## config.mk

```make
export PLATFORM = sky130hd
export DESIGN_NAME = led_status_pwm
export DESIGN_NICKNAME = d
export VERILOG_FILES = /design/src/rtl/led_status_pwm.sv
export SDC_FILE = /design/constraint.sdc
export NUM_CORES = 1
export LEC_CHECK = 0
export BUFFER_PORTS_ARGS = -buffer_cell sky130_fd_sc_hd__buf_2
export CAP_MARGIN = 0
export CORE_MARGIN = 4
export CORE_UTILIZATION = 30
export CTS_BUF_LIST = sky130_fd_sc_hd__clkbuf_8
export DETAILED_ROUTE_END_ITERATION = 10
export GPL_TIMING_DRIVEN = 0
export PLACE_DENSITY = 0.43
export REMOVE_ABC_BUFFERS = 1
export SETUP_SLACK_MARGIN = 0.3
export SLEW_MARGIN = 10
export SYNTH_ARGS = -nofsm -noshare
export SYNTH_HDL_FRONTEND = slang
export SYNTH_SLANG_ARGS = --single-unit
```

## constraint.sdc

```tcl
create_clock -name clk -period 3 [get_ports clk]
set_input_delay 0.6 -clock clk [delete_from_list [all_inputs] [get_ports clk]]
set_output_delay 0.6 -clock clk [all_outputs]
set_load 0.005 [all_outputs]
```

## src/rtl/led_status_pwm.sv

```systemverilog
// led_status_pwm: maps self-test status (busy/done/pass/error code) to
// low-duty RGB PWM bits for the iCE40 RGB LED driver.
//   clk        system clock (HFOSC)
//   reset      synchronous active-low reset
//   i_busy     level, test in progress
//   i_done     one-cycle pulse, test finished
//   i_pass     result, valid with i_done
//   i_err_code failure code, valid with i_done
//   led0/1/2   red/green/blue PWM bits (registered)
//   o_state    FSM state: 0 IDLE, 1 RUN, 2 PASS, 3 FAIL
module led_status_pwm #(
    parameter int unsigned TICK_DIV  = 48000,
    parameter int unsigned DIM_DUTY  = 8,
    parameter int unsigned ON_DUTY   = 64,
    parameter int unsigned RUN_HALF  = 250,
    parameter int unsigned FLASH_ON  = 200,
    parameter int unsigned FLASH_OFF = 300,
    parameter int unsigned GAP_TICKS = 1500
) (
    input  logic       clk,
    input  logic       reset,
    input  logic       i_busy,
    input  logic       i_done,
    input  logic       i_pass,
    input  logic [3:0] i_err_code,
    output logic       led0,
    output logic       led1,
    output logic       led2,
    output logic [1:0] o_state
);

    function automatic int unsigned max2(input int unsigned a, input int unsigned b);
        return (a > b) ? a : b;
    endfunction

    localparam int unsigned CNT_MAX = max2(max2(RUN_HALF, FLASH_ON), max2(FLASH_OFF, GAP_TICKS));
    localparam int unsigned CW      = $clog2(CNT_MAX + 1);
    localparam int unsigned PW      = $clog2(TICK_DIV);
    localparam logic [7:0]  DIM_D   = 8'(DIM_DUTY);
    localparam logic [7:0]  ON_D    = 8'(ON_DUTY);

    typedef enum logic [1:0] {
        ST_IDLE = 2'd0,
        ST_RUN  = 2'd1,
        ST_PASS = 2'd2,
        ST_FAIL = 2'd3
    } state_t;

    typedef enum logic [1:0] {
        FS_FLASH = 2'd0,
        FS_SPACE = 2'd1,
        FS_GAP   = 2'd2
    } fsub_t;

    state_t          state;
    fsub_t           fsub;
    logic [7:0]      pwm_cnt;
    logic [PW-1:0]   presc;
    logic            tick_c;
    logic [CW-1:0]   run_cnt;
    logic            blue_lit;
    logic [CW-1:0]   ph_cnt;
    logic [3:0]      flash_cnt;
    logic [3:0]      err_code;
    logic [7:0]      duty0_c;
    logic [7:0]      duty1_c;
    logic [7:0]      duty2_c;

    assign tick_c  = (presc == PW'(TICK_DIV - 1));
    assign o_state = state;

    // Free-running PWM counter and tick prescaler; independent of FSM state.
    always_ff @(posedge clk) begin
        if (!reset) begin
            pwm_cnt <= 8'd0;
            presc   <= '0;
        end else begin
            pwm_cnt <= pwm_cnt + 8'd1;
            presc   <= tick_c ? '0 : presc + PW'(1);
        end
    end

    // Status FSM with pattern counters; PASS/FAIL are left only by reset.
    always_ff @(posedge clk) begin
        if (!reset) begin
            state     <= ST_IDLE;
            fsub      <= FS_FLASH;
            run_cnt   <= '0;
            blue_lit  <= 1'b0;
            ph_cnt    <= '0;
            flash_cnt <= 4'd0;
            err_code  <= 4'd0;
        end else if ((state == ST_IDLE || state == ST_RUN) && i_done) begin
            // done outranks busy in the same cycle
            if (i_pass) begin
                state <= ST_PASS;
            end else begin
                state     <= ST_FAIL;
                err_code  <= i_err_code;
                fsub      <= FS_FLASH;
                ph_cnt    <= '0;
                flash_cnt <= 4'd0;
            end
        end else begin
            case (state)
                ST_IDLE: begin
                    if (i_busy) begin
                        state    <= ST_RUN;
                        run_cnt  <= '0;
                        blue_lit <= 1'b1;
                    end
                end
                ST_RUN: begin
                    if (tick_c) begin
                        if (run_cnt == CW'(RUN_HALF - 1)) begin
                            run_cnt  <= '0;
                            blue_lit <= ~blue_lit;
                        end else begin
                            run_cnt <= run_cnt + CW'(1);
                        end
                    end
                end
                ST_PASS: ;
                ST_FAIL: begin
                    // code 0 is steady red, so its counters stay frozen
                    if (tick_c && err_code != 4'd0) begin
                        case (fsub)
                            FS_FLASH: begin
                                if (ph_cnt == CW'(FLASH_ON - 1)) begin
                                    ph_cnt    <= '0;
                                    flash_cnt <= flash_cnt + 4'd1;
                                    fsub      <= (flash_cnt + 4'd1 == err_code) ? FS_GAP : FS_SPACE;
                                end else begin
                                    ph_cnt <= ph_cnt + CW'(1);
                                end
                            end
                            FS_SPACE: begin
                                if (ph_cnt == CW'(FLASH_OFF - 1)) begin
                                    ph_cnt <= '0;
                                    fsub   <= FS_FLASH;
                                end else begin
                                    ph_cnt <= ph_cnt + CW'(1);
                                end
                            end
                            default: begin
                                if (ph_cnt == CW'(GAP_TICKS - 1)) begin
                                    ph_cnt    <= '0;
                                    flash_cnt <= 4'd0;
                                    fsub      <= FS_FLASH;
                                end else begin
                                    ph_cnt <= ph_cnt + CW'(1);
                                end
                            end
                        endcase
                    end
                end
                default: state <= ST_IDLE;
            endcase
        end
    end

    // Duty selection from current state; unlit colours get duty 0.
    always_comb begin
        duty0_c = 8'd0;
        duty1_c = 8'd0;
        duty2_c = 8'd0;
        case (state)
            ST_IDLE: duty2_c = DIM_D;
            ST_RUN:  duty2_c = blue_lit ? ON_D : 8'd0;
            ST_PASS: duty1_c = ON_D;
            ST_FAIL: begin
                if (err_code == 4'd0 || fsub == FS_FLASH) begin
                    duty0_c = ON_D;
                end
            end
            default: ;
        endcase
    end

    // Registered PWM compares.
    always_ff @(posedge clk) begin
        if (!reset) begin
            led0 <= 1'b0;
            led1 <= 1'b0;
            led2 <= 1'b0;
        end else begin
            led0 <= (pwm_cnt < duty0_c);
            led1 <= (pwm_cnt < duty1_c);
            led2 <= (pwm_cnt < duty2_c);
        end
    end

endmodule

```

Word-level counts from Yosys, hierarchy flattened:

Cells that the tools add are included.

* add/subtract/negate cells: 5
* multiplexer cells: 41
* eq/ne operators: 17
* reductions and logical operators: 23
* order comparisons: 3
* bitwise logic cells: 4

Operator list (count)
* 11-bit 2-to-1 mux: 10
* 11-bit case mux with 2 select lines: 2
* 7-bit 2-to-1 mux: 4
* 8-bit less-than comparator: 3
* 4-bit 2-to-1 mux: 6
* 11-bit by 1-bit adder with 11-bit output, second input constant: 2
* 11-bit by 8-bit == test with 1-bit output, second input constant: 2
* 2-bit 2-to-1 mux: 11
* 16-bit by 1-bit adder with 16-bit output, second input constant: 1
* 16-bit == test, second input constant: 1
* 7-bit case mux with 2 select lines: 1
* 6-bit AND reduction: 2
* 11-bit == test, second input constant: 1
* 11-bit by 9-bit == test with 1-bit output, second input constant: 1
* 2-bit nonzero test: 5
* 8-bit by 1-bit adder with 8-bit output, second input constant: 1
* 2-bit != test, second input constant: 4
* 4-bit case mux with 2 select lines: 1
* 4-bit nonzero test: 2
* 3-bit != test, second input constant: 2
* 5-bit AND reduction: 1
* 4-bit by 1-bit adder with 4-bit output, second input constant: 1
* 2-bit by 1-bit == test with 1-bit output, second input constant: 2
* 2-bit == test, second input constant: 2
* 15 further kinds: 25

* output and inout bits: 5
* input port bits: 9
* logic and storage cells: 105
* register bits after elaboration: 62

Logic depth before layout (Yosys ltp):

Gate-level depths: netlist of the first run.

* depth after elaboration: 8
* depth in mapped cells: 8
* depth with buffers taken out: 6

Least setup slack after synthesis of the first run:

OpenSTA, ideal clock, no wires.

* path type: flip-flop to flip-flop
* start: register presc[0]
* end: register fsub[1]
* setup time: 0.121 ns
* arrival: 1.977 ns
* period minus slack after synthesis: 2.098 ns
* stages on the path, launching flop included: 8
* buffers on the path: 1
* path slack: 0.902 ns
* required time: 2.879 ns
* path through: dfxtp_1 > ha_1 > nand4_4 > nor4_4 > a21oi_2 > buf_6 > nor3_1 > mux2_2

* longest elaborated chain between the ends: 4

Ends and longest elaborated chain
* start: declaration: RTL line 58 `logic [PW-1:0] presc;`
* start signal: assignment: RTL line 79 `presc <= tick_c ? '0 : presc + PW'(1);`
* 16-bit == test: RTL line 69 `assign tick_c = (presc == PW'(TICK_DIV - 1));`
* 1-bit logical AND: RTL line 126 `if (tick_c && err_code != 4'd0) begin`
* 2-bit nonzero test (no line)
* 6-bit AND reduction (no line)
* end signal: assignment: RTL line 132 `fsub <= (flash_cnt + 4'd1 == err_code) ? FS_GAP : FS_SPACE;`
* end: declaration: RTL line 56 `fsub_t fsub;`

No other way between the ends.
A chain may end at the register's enable or synchronous reset.

Worst setup path in the final report of the first run:

* start: register presc[0]
* end: register blue_lit

* longest elaborated chain between the ends: 3

Ends and longest elaborated chain
* 16-bit == test: RTL line 69
* 2-bit != test (no line)
* 5-bit AND reduction (no line)
* end signal: assignment: RTL line 117 `blue_lit <= ~blue_lit;`
* end: declaration: RTL line 61 `logic blue_lit;`

No other way between the ends.

==> flow_metrics.tcl, run 1 <==
set metrics [dict create \
    status "complete, no violations" \
    ctsRootBufferMaster "clkbuf_8" \
    syn_area_sq_um 2990 \
    first_global_vias 2388 \
    cts.htree.levels 3 \
    cts.path.max_buffers 2 \
    drt-pass1-iter-count 6 \
    min_from "pwm_cnt[0]" \
    setup_viol 0 \
    wl_per_cell_microns 12.6 \
    n_antenna_cell 0 \
    synth_largest_area_cell "dfxtp_1" \
    cts_sinks 62 \
    gp_congestion 0.756 \
    power_frac_clock_pct 43.2 \
    drive_above_1_share_pct 10.7 \
    synth_edf_count 0 \
    clock_latency_ns 0.33 \
    synth_seq_area_share_pct 41.5 \
    ir_worst_vdd_uv 221 \
    crit_fanout 9 \
    dpl_worst_slack_ns 0.251 \
    cts.reportedPaths.clkPinSlew_ns 0.08 \
    hold_class "reg2reg" \
    worst_slack_ns 0.599 \
    power.internal_w 0.00131 \
    p_comb_share_pct 6.6 \
    yosys_warnings 0 \
    p_sw_share_pct 23.7 \
    place_inst 480 \
    final_cell_area_sq_um 3420 \
    grt_max_degree 31 \
    ys_ff_latch 62 \
    startpoint_type "flop" \
    tritoncts "built" \
    worst_pin_slew_ns 0.777 \
    postSynthCellCount 346 \
    final_cells 497 \
    rsz0062_at_grt "false" \
    syn-mean-instance-area_sq_um 8.64 \
    critPathKind "reg2reg" \
    post_drt_via_cell_ratio 4.96 \
    synth.top_cell.area_share_pct 41.5 \
    die_x_microns 108 \
    cp_data_required_time_ns 3.22 \
    ys.flop_type "dfxtp_1" \
    hold_slack_ns 0.444 \
    antenna_found_initial 0 \
    rows 36 \
    start_util_pct 30.7 \
    ant_nets 0 \
    yosys-top-cells-area "dfxtp_1 (42%), xor2_1 (4.7%), a21oi_1 (4.5%)" \
    hold_viol_final 0 \
    synthArstFlopShare_pct 0 \
    dp_hpwl_microns 4350 \
    placed_area_sq_um 3170 \
    powerDensity_nw_per_um2 501 \
    coreArea_sq_um 9730 \
    die_y_microns 108 \
    cp_data_arrival_time_ns 2.62 \
    io_pins 14 \
    p_switching_w 0.000406 \
    fin_crit_sh_pct 80.0 \
    grt_use_total_pct 11.9 \
    dr_total_vias 2465 \
    crit_start "presc[0]" \
    sequentialPowerShare_pct 50.2 \
    rr_startpoint "presc[0]" \
    end_kind "flop" \
    fin_crit_ns 2.40 \
    timing.fmax_mhz 416 \
    skew_ns 0.0133 \
    overflow 0 \
    grt_pass1_wl_microns 11100 \
    drtIter0Drc 95 \
    wl_microns 6250 \
    drcViolationCount 0 \
    maxCapViolCount 0 \
    drv_slew 0 \
    io_buffer_count 13 \
    leakage_nw 1.18 \
    max_slew_margin_pct 46.7 \
    final_nets 375 \
    die_area_sq_um 11600 \
    numCtsBuffers 9 \
    area_growth_syn_to_layout_pct 14.4 \
    synth_cell_types 49 \
]
worst max-delay path, stage by stage (launching register included):
cell	delay (ns)
dfxtp_1	0.38
ha_1	0.27
nand4_4	0.16
nor4_4	0.39
mux2i_1	0.39
or4_1	0.56
o211a_1	0.14
cells by family after synthesis:
family | synth area share, %
AND/OR/NAND/NOR | 28.4
flip-flops | 41.5
AO/OA/AOI/OAI | 13.4
multiplexers | 2.72
XOR/XNOR | 7.33
adder cells (fa/ha/maj) | 2.93
buffers and inverters | 3.60
flip-flops by register name, indices dropped and copies added (netlist names):
register / cells
flash_cnt: 4
o_state: 2
ph_cnt: 11
run_cnt: 11
led2: 1
led0: 1
pwm_cnt: 8
fsub: 2
err_code: 4
blue_lit: 1
led1: 1
presc: 16
cell usage after synthesis (3+ instances only):
master / instances
nand2_1: 20
dfxtp_1: 62
and3_1: 4
o21ai_0: 18
mux2i_1: 7
clkbuf_1: 10
xnor2_1: 9
or4_1: 11
nand4_1: 7
nor3_1: 5
or3_1: 18
ha_1: 7
a21oi_1: 27
nor2_1: 34
xor2_1: 16
nand2b_1: 5
and4_1: 3
o31ai_1: 8
nor4_1: 8
nand3_1: 18
inv_1: 12
and2_1: 5
metrics by stage:
stage	power (W)	TNS, ns	utilization (%)
after detailed placement	0.000985	0	32.6
after global placement	0.000982	-2.58	32.5
after floorplan	0.000943	0	-
final	0.00171	0	35.1
after CTS	0.00174	0	34.8
after global routing	0.00181	0	35.1
path summary, 6_finish.rpt:
check	to	slack (ns)	cells after the start
max	blue_lit	0.60	6
min	pwm_cnt[0]	0.44	1
max reg2reg	blue_lit	0.60	6
min reg2reg	pwm_cnt[0]	0.44	1
power by group through the flow:
stage	registers, W	clock network [W]	logic (W)
after floorplan	0.000875	0	0.0000687
after global placement	0.000879	0	0.000104
after detailed placement	0.000879	0	0.000106
after CTS	0.000860	0.000776	0.000109
after global routing	0.000862	0.000818	0.000129
final	0.000860	0.000740	0.000113
layout by cell type (no fill, tap or decap), types with 13 or more instances in the layout:
master   netlist  final
nor2_1        34     34
buf_2          2     13
inv_1         12     13
dfxtp_1       62     62
nand3_1       18     18
or3_1         18     18
xor2_1        16     16
nand2_1       20     20
o21ai_0       18     18
a21oi_1       27     27
final cells by class:
cell class              count  area (sq um)
flip-flops and latches     62          1240
clock buffers              11           151
fillers                  1063          6310
multi-input cells         258          1670
clock inverters             5          48.8
repair buffers             15          92.6
inverters                  13          48.8
well taps                 133           166
per-layer routing:
layer	up-vias	GRT usage, %	wire [microns]
met4	0	4.06	76
met2	24	18.1	2680
met1	1165	16.3	3290
met3	6	3.30	197
met5	-	0	0
li1	1270	-	-
timing repair:
item / CTS / global route
setup endpoints to repair: 9 / 18
gates resized for setup: 2 / 1
setup buffers: 0 / 1
pin swaps: 0 / 2
hold buffers: 0 / 0
Note: power is estimated with default switching activity, not from simulation.
==> run 2, diff against run 1 <==
--- a/config.mk
+++ b/config.mk
@@ -5,6 +5,7 @@
 export SDC_FILE = /design/constraint.sdc
 export NUM_CORES = 1
 export LEC_CHECK = 0
+export ABC_AREA = 1
 export BUFFER_PORTS_ARGS = -buffer_cell sky130_fd_sc_hd__buf_2
 export CAP_MARGIN = 0
 export CORE_MARGIN = 4
==> constraint.sdc (replaced) <==
create_clock -name clk -period 2.4 [get_ports clk]
set_input_delay 0.48 -clock clk [delete_from_list [all_inputs] [get_ports clk]]
set_output_delay 0.48 -clock clk [all_outputs]
set_load 0.005 [all_outputs]
==> run 2 against run 1 <==
Net effect:
- worst hold slack worse by 0.079 ns
- fmax up 29%
- global-route usage up 1.6 points
- register-to-register slack worse by 0.06 ns
- area after synthesis up 14%
- final cell count up 36%
- wire length up 27%
- combinational power up 62%
- sequential cell count unchanged
- total power up 27%
- critical endpoint is now flash_cnt[1]
- clock-buffer cell count down 1
==> flow_metrics.tcl, run 2 <==
set metrics [dict create \
    ant_nets 0 \
    ys_ff_latch 62 \
    p_comb_share_pct 8.4 \
    cts.path.max_buffers 2 \
    first_global_vias 3094 \
    cts_sinks 62 \
    ys_top_cells_by_count "nand2_1 (132), nor2_1 (80), dfxtp_1 (62)" \
    io_buffer_count 13 \
    gp_congestion 0.769 \
    post-cts-setup-buffer-count 0 \
    clock_latency_ns 0.35 \
    numCtsBuffers 9 \
    fin_crit_ns 1.86 \
    p_switching_w 0.000567 \
    synth.most_common_cell "nand2_1" \
    cp_data_required_time_ns 2.64 \
    drtIter0Drc 182 \
    power.internal_w 0.00161 \
    die_area_sq_um 13100 \
    fin_crit_sh_pct 77.5 \
    post_drt_via_cell_ratio 4.56 \
    hold_viol_final 0 \
    drive_above_1_share_pct 8.58 \
    path_cells "ha_2 > nand3_1 > nor2_1 > nand2_1 > nand3_1 > o21ai_0 > nor2_2 > nand3_1 > nand2_1 > nor2_1" \
    place_inst 662 \
    critPathKind "reg2reg" \
    startpoint_type "flop" \
    synth_compound_area_share_pct 10.8 \
    synthArstFlopShare_pct 0 \
    synth.top_cell.area_share_pct 36.6 \
    crit_fanout 8 \
    final_cells 676 \
    powerDensity_nw_per_um2 575 \
    maxCapViolCount 0 \
    cts.htree.levels 3 \
    syn-mean-instance-area_sq_um 6.54 \
    p_sw_share_pct 26.0 \
    max_slew_margin_pct 62.3 \
    n_antenna_cell 0 \
    synth_edf_count 0 \
    crit_slowest_cell "dfxtp_1" \
    leakage_nw 1.51 \
    yosys_warnings 0 \
    end_kind "flop" \
    drcViolationCount 0 \
    status "complete, no violations" \
    synth-simple-area-share_pct 37.0 \
    dp_hpwl_microns 5700 \
    power_frac_clock_pct 41.8 \
    area_growth_syn_to_layout_pct 11.5 \
    syn_area_sq_um 3390 \
    rows 38 \
    synth_top_family_by_area "simple AND/OR/NAND/NOR gates" \
    sequentialPowerShare_pct 49.8 \
    layout_common_cells "nand2_1 (132), nor2_1 (80), dfxtp_1 (62)" \
    dpl_worst_slack_ns -0.118 \
    placed_area_sq_um 3570 \
    coreArea_sq_um 10900 \
    ctsRootBufferMaster "clkbuf_8" \
    synth_seq_area_share_pct 36.6 \
    die_y_microns 114 \
    wl_microns 7960 \
    wl_per_cell_microns 11.8 \
    top_register "presc" \
    drt-pass1-iter-count 4 \
    cp_data_arrival_time_ns 2.10 \
    grt_use_total_pct 13.5 \
    grt_pass1_wl_microns 14300 \
    antenna_found_initial 0 \
    tritoncts "built" \
    synth_fa_ha_area_share_pct 2.58 \
    yosys-top-cells-area "dfxtp_1 (37%), nand2_1 (15%), nor2_1 (8.9%)" \
    io_pins 14 \
    final_common_cell "nand2_1" \
    final_nets 549 \
    rsz0062_at_grt "false" \
    critPathMaxStageDelay_ns 0.37 \
    reg_top3 "presc (16), ph_cnt (11), run_cnt (11)" \
    overflow 0 \
    synth_largest_area_cell "dfxtp_1" \
    start_util_pct 31.0 \
    postSynthCellCount 519 \
    hold_buffers 0 \
    skew_ns 0.0126 \
    synth_xor_area_share_pct 4.13 \
    muxShareOfSynthArea_pct 0 \
    worst_slack_ns 0.541 \
    synth_cell_types 35 \
    worst_pin_slew_ns 0.566 \
    largest_reg_flops 16 \
    total_power_w 0.00218 \
    timing.fmax_mhz 538 \
    ys.flop_type "dfxtp_1" \
    cts.reportedPaths.clkPinSlew_ns 0.07 \
    crit_family "simple AND/OR/NAND/NOR gates" \
    drv_slew 0 \
    grt_max_degree 30 \
    path_common_cell "nand3_1" \
    critical_path_buf_inv_count 0 \
    final_cell_area_sq_um 3780 \
    dr_total_vias 3085 \
    ir_worst_vdd_uv 273 \
    die_x_microns 114 \
    setup_viol 0 \
    hold_class "in2reg" \
]
[run 2: worst paths after layout]
| kind | start | to | slack, ns | cells past startpoint |
|---|---|---|---|---|
| min reg2reg | presc[0] | presc[0] | 0.45 | 1 |
| max | ph_cnt[0] | flash_cnt[1] | 0.54 | 10 |
| min | i_pass | o_state[0] | 0.36 | 2 |
| max reg2reg | ph_cnt[0] | flash_cnt[1] | 0.54 | 10 |
[run 2: stage by stage]
step	setup TNS (ns)	hold WS (ns)	utilization (%)
global route	0	0.349	34.6
global placement	-0.156	0.434	32.6
floorplan	0	0.418	-
CTS	0	0.352	34.4
detailed placement	-0.118	0.442	32.6
finish	0	0.364	34.6
[run 2: area by class of cell]
cell class	instances	area, sq um
clock buffer	10	138
clock inverter	4	48.8
fill	1244	7150
inverter	64	244
multi-input combinational	383	1870
sequential	62	1240
tap	140	175
timing repair buffer	13	65.1
[run 2: layer usage]
metal / GRT usage (%) / vias up / routed length (microns)
met4: 4.75 / 0 / 128
met5: 0 / - / 0
met1: 16.9 / 1372 / 3980
li1: - / 1679 / -
met3: 3.65 / 8 / 259
met2: 22.5 / 26 / 3590
[run 2: timing repair]
item	in CTS	in global routing
pin swaps	0	1
endpoints found under the setup margin	11	11
resized for setup	3	4
hold endpoints to repair	0	0
[run 2: cell families (layout without fill, tap and decap cells)]
logic type	count (synthesis)	after routing
compound gates	70	70
buf+inv	74	91
simple gates	290	290
fa+ha+maj	7	7
xor+xnor	16	16
flops	62	62
[run 2: power by group through the flow]
stage               clock (W)  sequential (W)  combinational, W
floorplan                   0         0.00110          0.000123
global placement            0         0.00111          0.000180
detailed placement          0         0.00111          0.000181
CTS                  0.000952         0.00108          0.000183
global route          0.00100         0.00109          0.000213
finish               0.000910         0.00108          0.000183
==> run 3, diff against run 2 <==
--- a/config.mk
+++ b/config.mk
@@ -13,7 +13,7 @@
 export CTS_BUF_LIST = sky130_fd_sc_hd__clkbuf_8
 export DETAILED_ROUTE_END_ITERATION = 10
 export GPL_TIMING_DRIVEN = 0
-export PLACE_DENSITY = 0.43
+export PLACE_DENSITY = 0.44
 export REMOVE_ABC_BUFFERS = 1
 export SETUP_SLACK_MARGIN = 0.3
 export SLEW_MARGIN = 10
==> constraint.sdc (replaced) <==
create_clock -name clk -period 1.5 [get_ports clk]
set_input_delay 0.3 -clock clk [delete_from_list [all_inputs] [get_ports clk]]
set_output_delay 0.3 -clock clk [all_outputs]
set_load 0.005 [all_outputs]
==> run 3 against run 2 <==
Net effect:
- the flow now finishes with violations (setup timing)
- fmax up 14%
- core utilization increased by 9.5 points
- wire length up 9.8%
- sequential cell count unchanged
- highest routed layer unchanged
==> flow_metrics.tcl, run 3 (synthesis results as in run 2) <==
set metrics [dict create \
    end_kind "flop" \
    hold_class "in2reg" \
    crit_slowest_cell "dfxtp_4" \
    numCtsBuffers 9 \
    antenna_found_initial 0 \
    wl_microns 8740 \
    crit_family "simple AND/OR/NAND/NOR gates" \
    grt_pass1_wl_microns 15000 \
    wl_per_cell_microns 12.2 \
    drt-pass1-iter-count 4 \
    cts.path.max_buffers 2 \
    reg_top3 "presc (16), ph_cnt (11), run_cnt (11)" \
    maxCapViolCount 0 \
    coreArea_sq_um 10900 \
    cp_data_arrival_time_ns 1.85 \
    drv_slew 0 \
    die_area_sq_um 13100 \
    critPathMaxStageDelay_ns 0.37 \
    largest_reg_flops 16 \
    final_nets 591 \
    rows 38 \
    final_core_util_pct 44.1 \
    ctsRootBufferMaster "clkbuf_8" \
    ant_nets 0 \
    drtIter0Drc 109 \
    grt_use_total_pct 14.1 \
    path_cells "ha_4 > nand2_2 > inv_2 > nand2_4 > nor2_4 > nand3_4 > a21oi_4 > buf_12 > nand2_1 > o21ai_0 > nor2_1" \
    leakage_nw 1.90 \
    overflow 0 \
    placed_area_sq_um 3570 \
    fin_crit_ns 1.63 \
    die_x_microns 114 \
    critical_path_buf_inv_count 2 \
    worst_slack_ns -0.129 \
    hold_viol_final 0 \
    grt_max_degree 30 \
    timing.fmax_mhz 614 \
    powerDensity_nw_per_um2 762 \
    fin_crit_sh_pct 109 \
    final_common_cell "nand2_1" \
    hold_buffers 0 \
    start_util_pct 31.0 \
    area_growth_syn_to_layout_pct 42.1 \
    ir_worst_vdd_uv 480 \
    cts.reportedPaths.clkPinSlew_ns 0.08 \
    status "finished with violations" \
    top_register "presc" \
    n_antenna_cell 0 \
    layout_common_cells "nand2_1 (105), nor2_1 (61), inv_1 (56)" \
    drcViolationCount 0 \
    gp_congestion 0.813 \
    dr_total_vias 3413 \
    violations "setup timing" \
    final_cell_area_sq_um 4820 \
    skew_ns 0.0112 \
    startpoint_type "flop" \
    dp_hpwl_microns 5600 \
    setup_viol 33 \
    max_slew_margin_pct 78.9 \
    cts_sinks 62 \
    rsz0062_at_grt "true" \
    n_fill_cell 1108 \
    die_y_microns 114 \
    first_global_vias 3275 \
    io_buffer_count 13 \
    total_power_w 0.00367 \
    io_pins 14 \
    cts.htree.levels 3 \
    worst_pin_slew_ns 0.316 \
    drive_above_1_share_pct 35.6 \
    post_drt_via_cell_ratio 4.75 \
    critPathKind "reg2reg" \
    hold_slack_ns 0.175 \
    cp_data_required_time_ns 1.73 \
    tritoncts "built" \
    clock_latency_ns 0.35 \
    crit_fanout 11 \
]
-- run 3: worst paths after layout --
kind	depth (start not counted)	to	slack [ns]	start
max reg2reg	11	ph_cnt[4]	-0.13	presc[1]
max	11	ph_cnt[4]	-0.13	presc[1]
min	2	o_state[0]	0.18	i_pass
min reg2reg	1	pwm_cnt[0]	0.45	pwm_cnt[0]
-- run 3: final cells by class --
type	instances	area [sq um]	share of cell area (%)
clock inverter	5	52.6	1.09
multi-input combinational	383	2390	49.6
timing repair inverter	1	8.76	0.182
inverter	64	260	5.40
sequential	62	1290	26.8
clock buffer	10	138	2.85
tap	140	175	3.63
timing repair buffer	54	502	10.4
-- run 3: metal layers --
| layer | vias to the layer above | GRT usage [%] | wire [microns] |
|---|---|---|---|
| met1 | 1591 | 17.7 | 4120 |
| met5 | - | 0 | 0 |
| met4 | 0 | 5.15 | 165 |
| li1 | 1774 | - | - |
| met3 | 14 | 3.22 | 208 |
| met2 | 34 | 23.5 | 4250 |
-- run 3: per-stage QoR --
| stage | setup TNS (ns) | cells | setup slack (ns) |
|---|---|---|---|
| after floorplan | -2.61 | 509 | -0.265 |
| after global placement | -18.97 | 662 | -0.860 |
| after detailed placement | -19.11 | 662 | -0.814 |
| after CTS | -2.54 | 710 | -0.126 |
| after global routing | -6.98 | 719 | -0.269 |
| final | -2.39 | 719 | -0.129 |
-- run 3: what timing repair did --
item / CTS / global route
setup endpoints to repair: 56 / 56
pin swaps: 31 / 40
cloned: 2 / 0
gates resized for setup: 96 / 118
buffers inserted: 31 / 9
-- run 3: power by group --
group / internal, W / leakage, nW / switching (W)
sequential: 0.00169 / 0.516 / 0.0000496
clock: 0.000791 / 0.0970 / 0.000659
combinational: 0.000207 / 1.29 / 0.000278
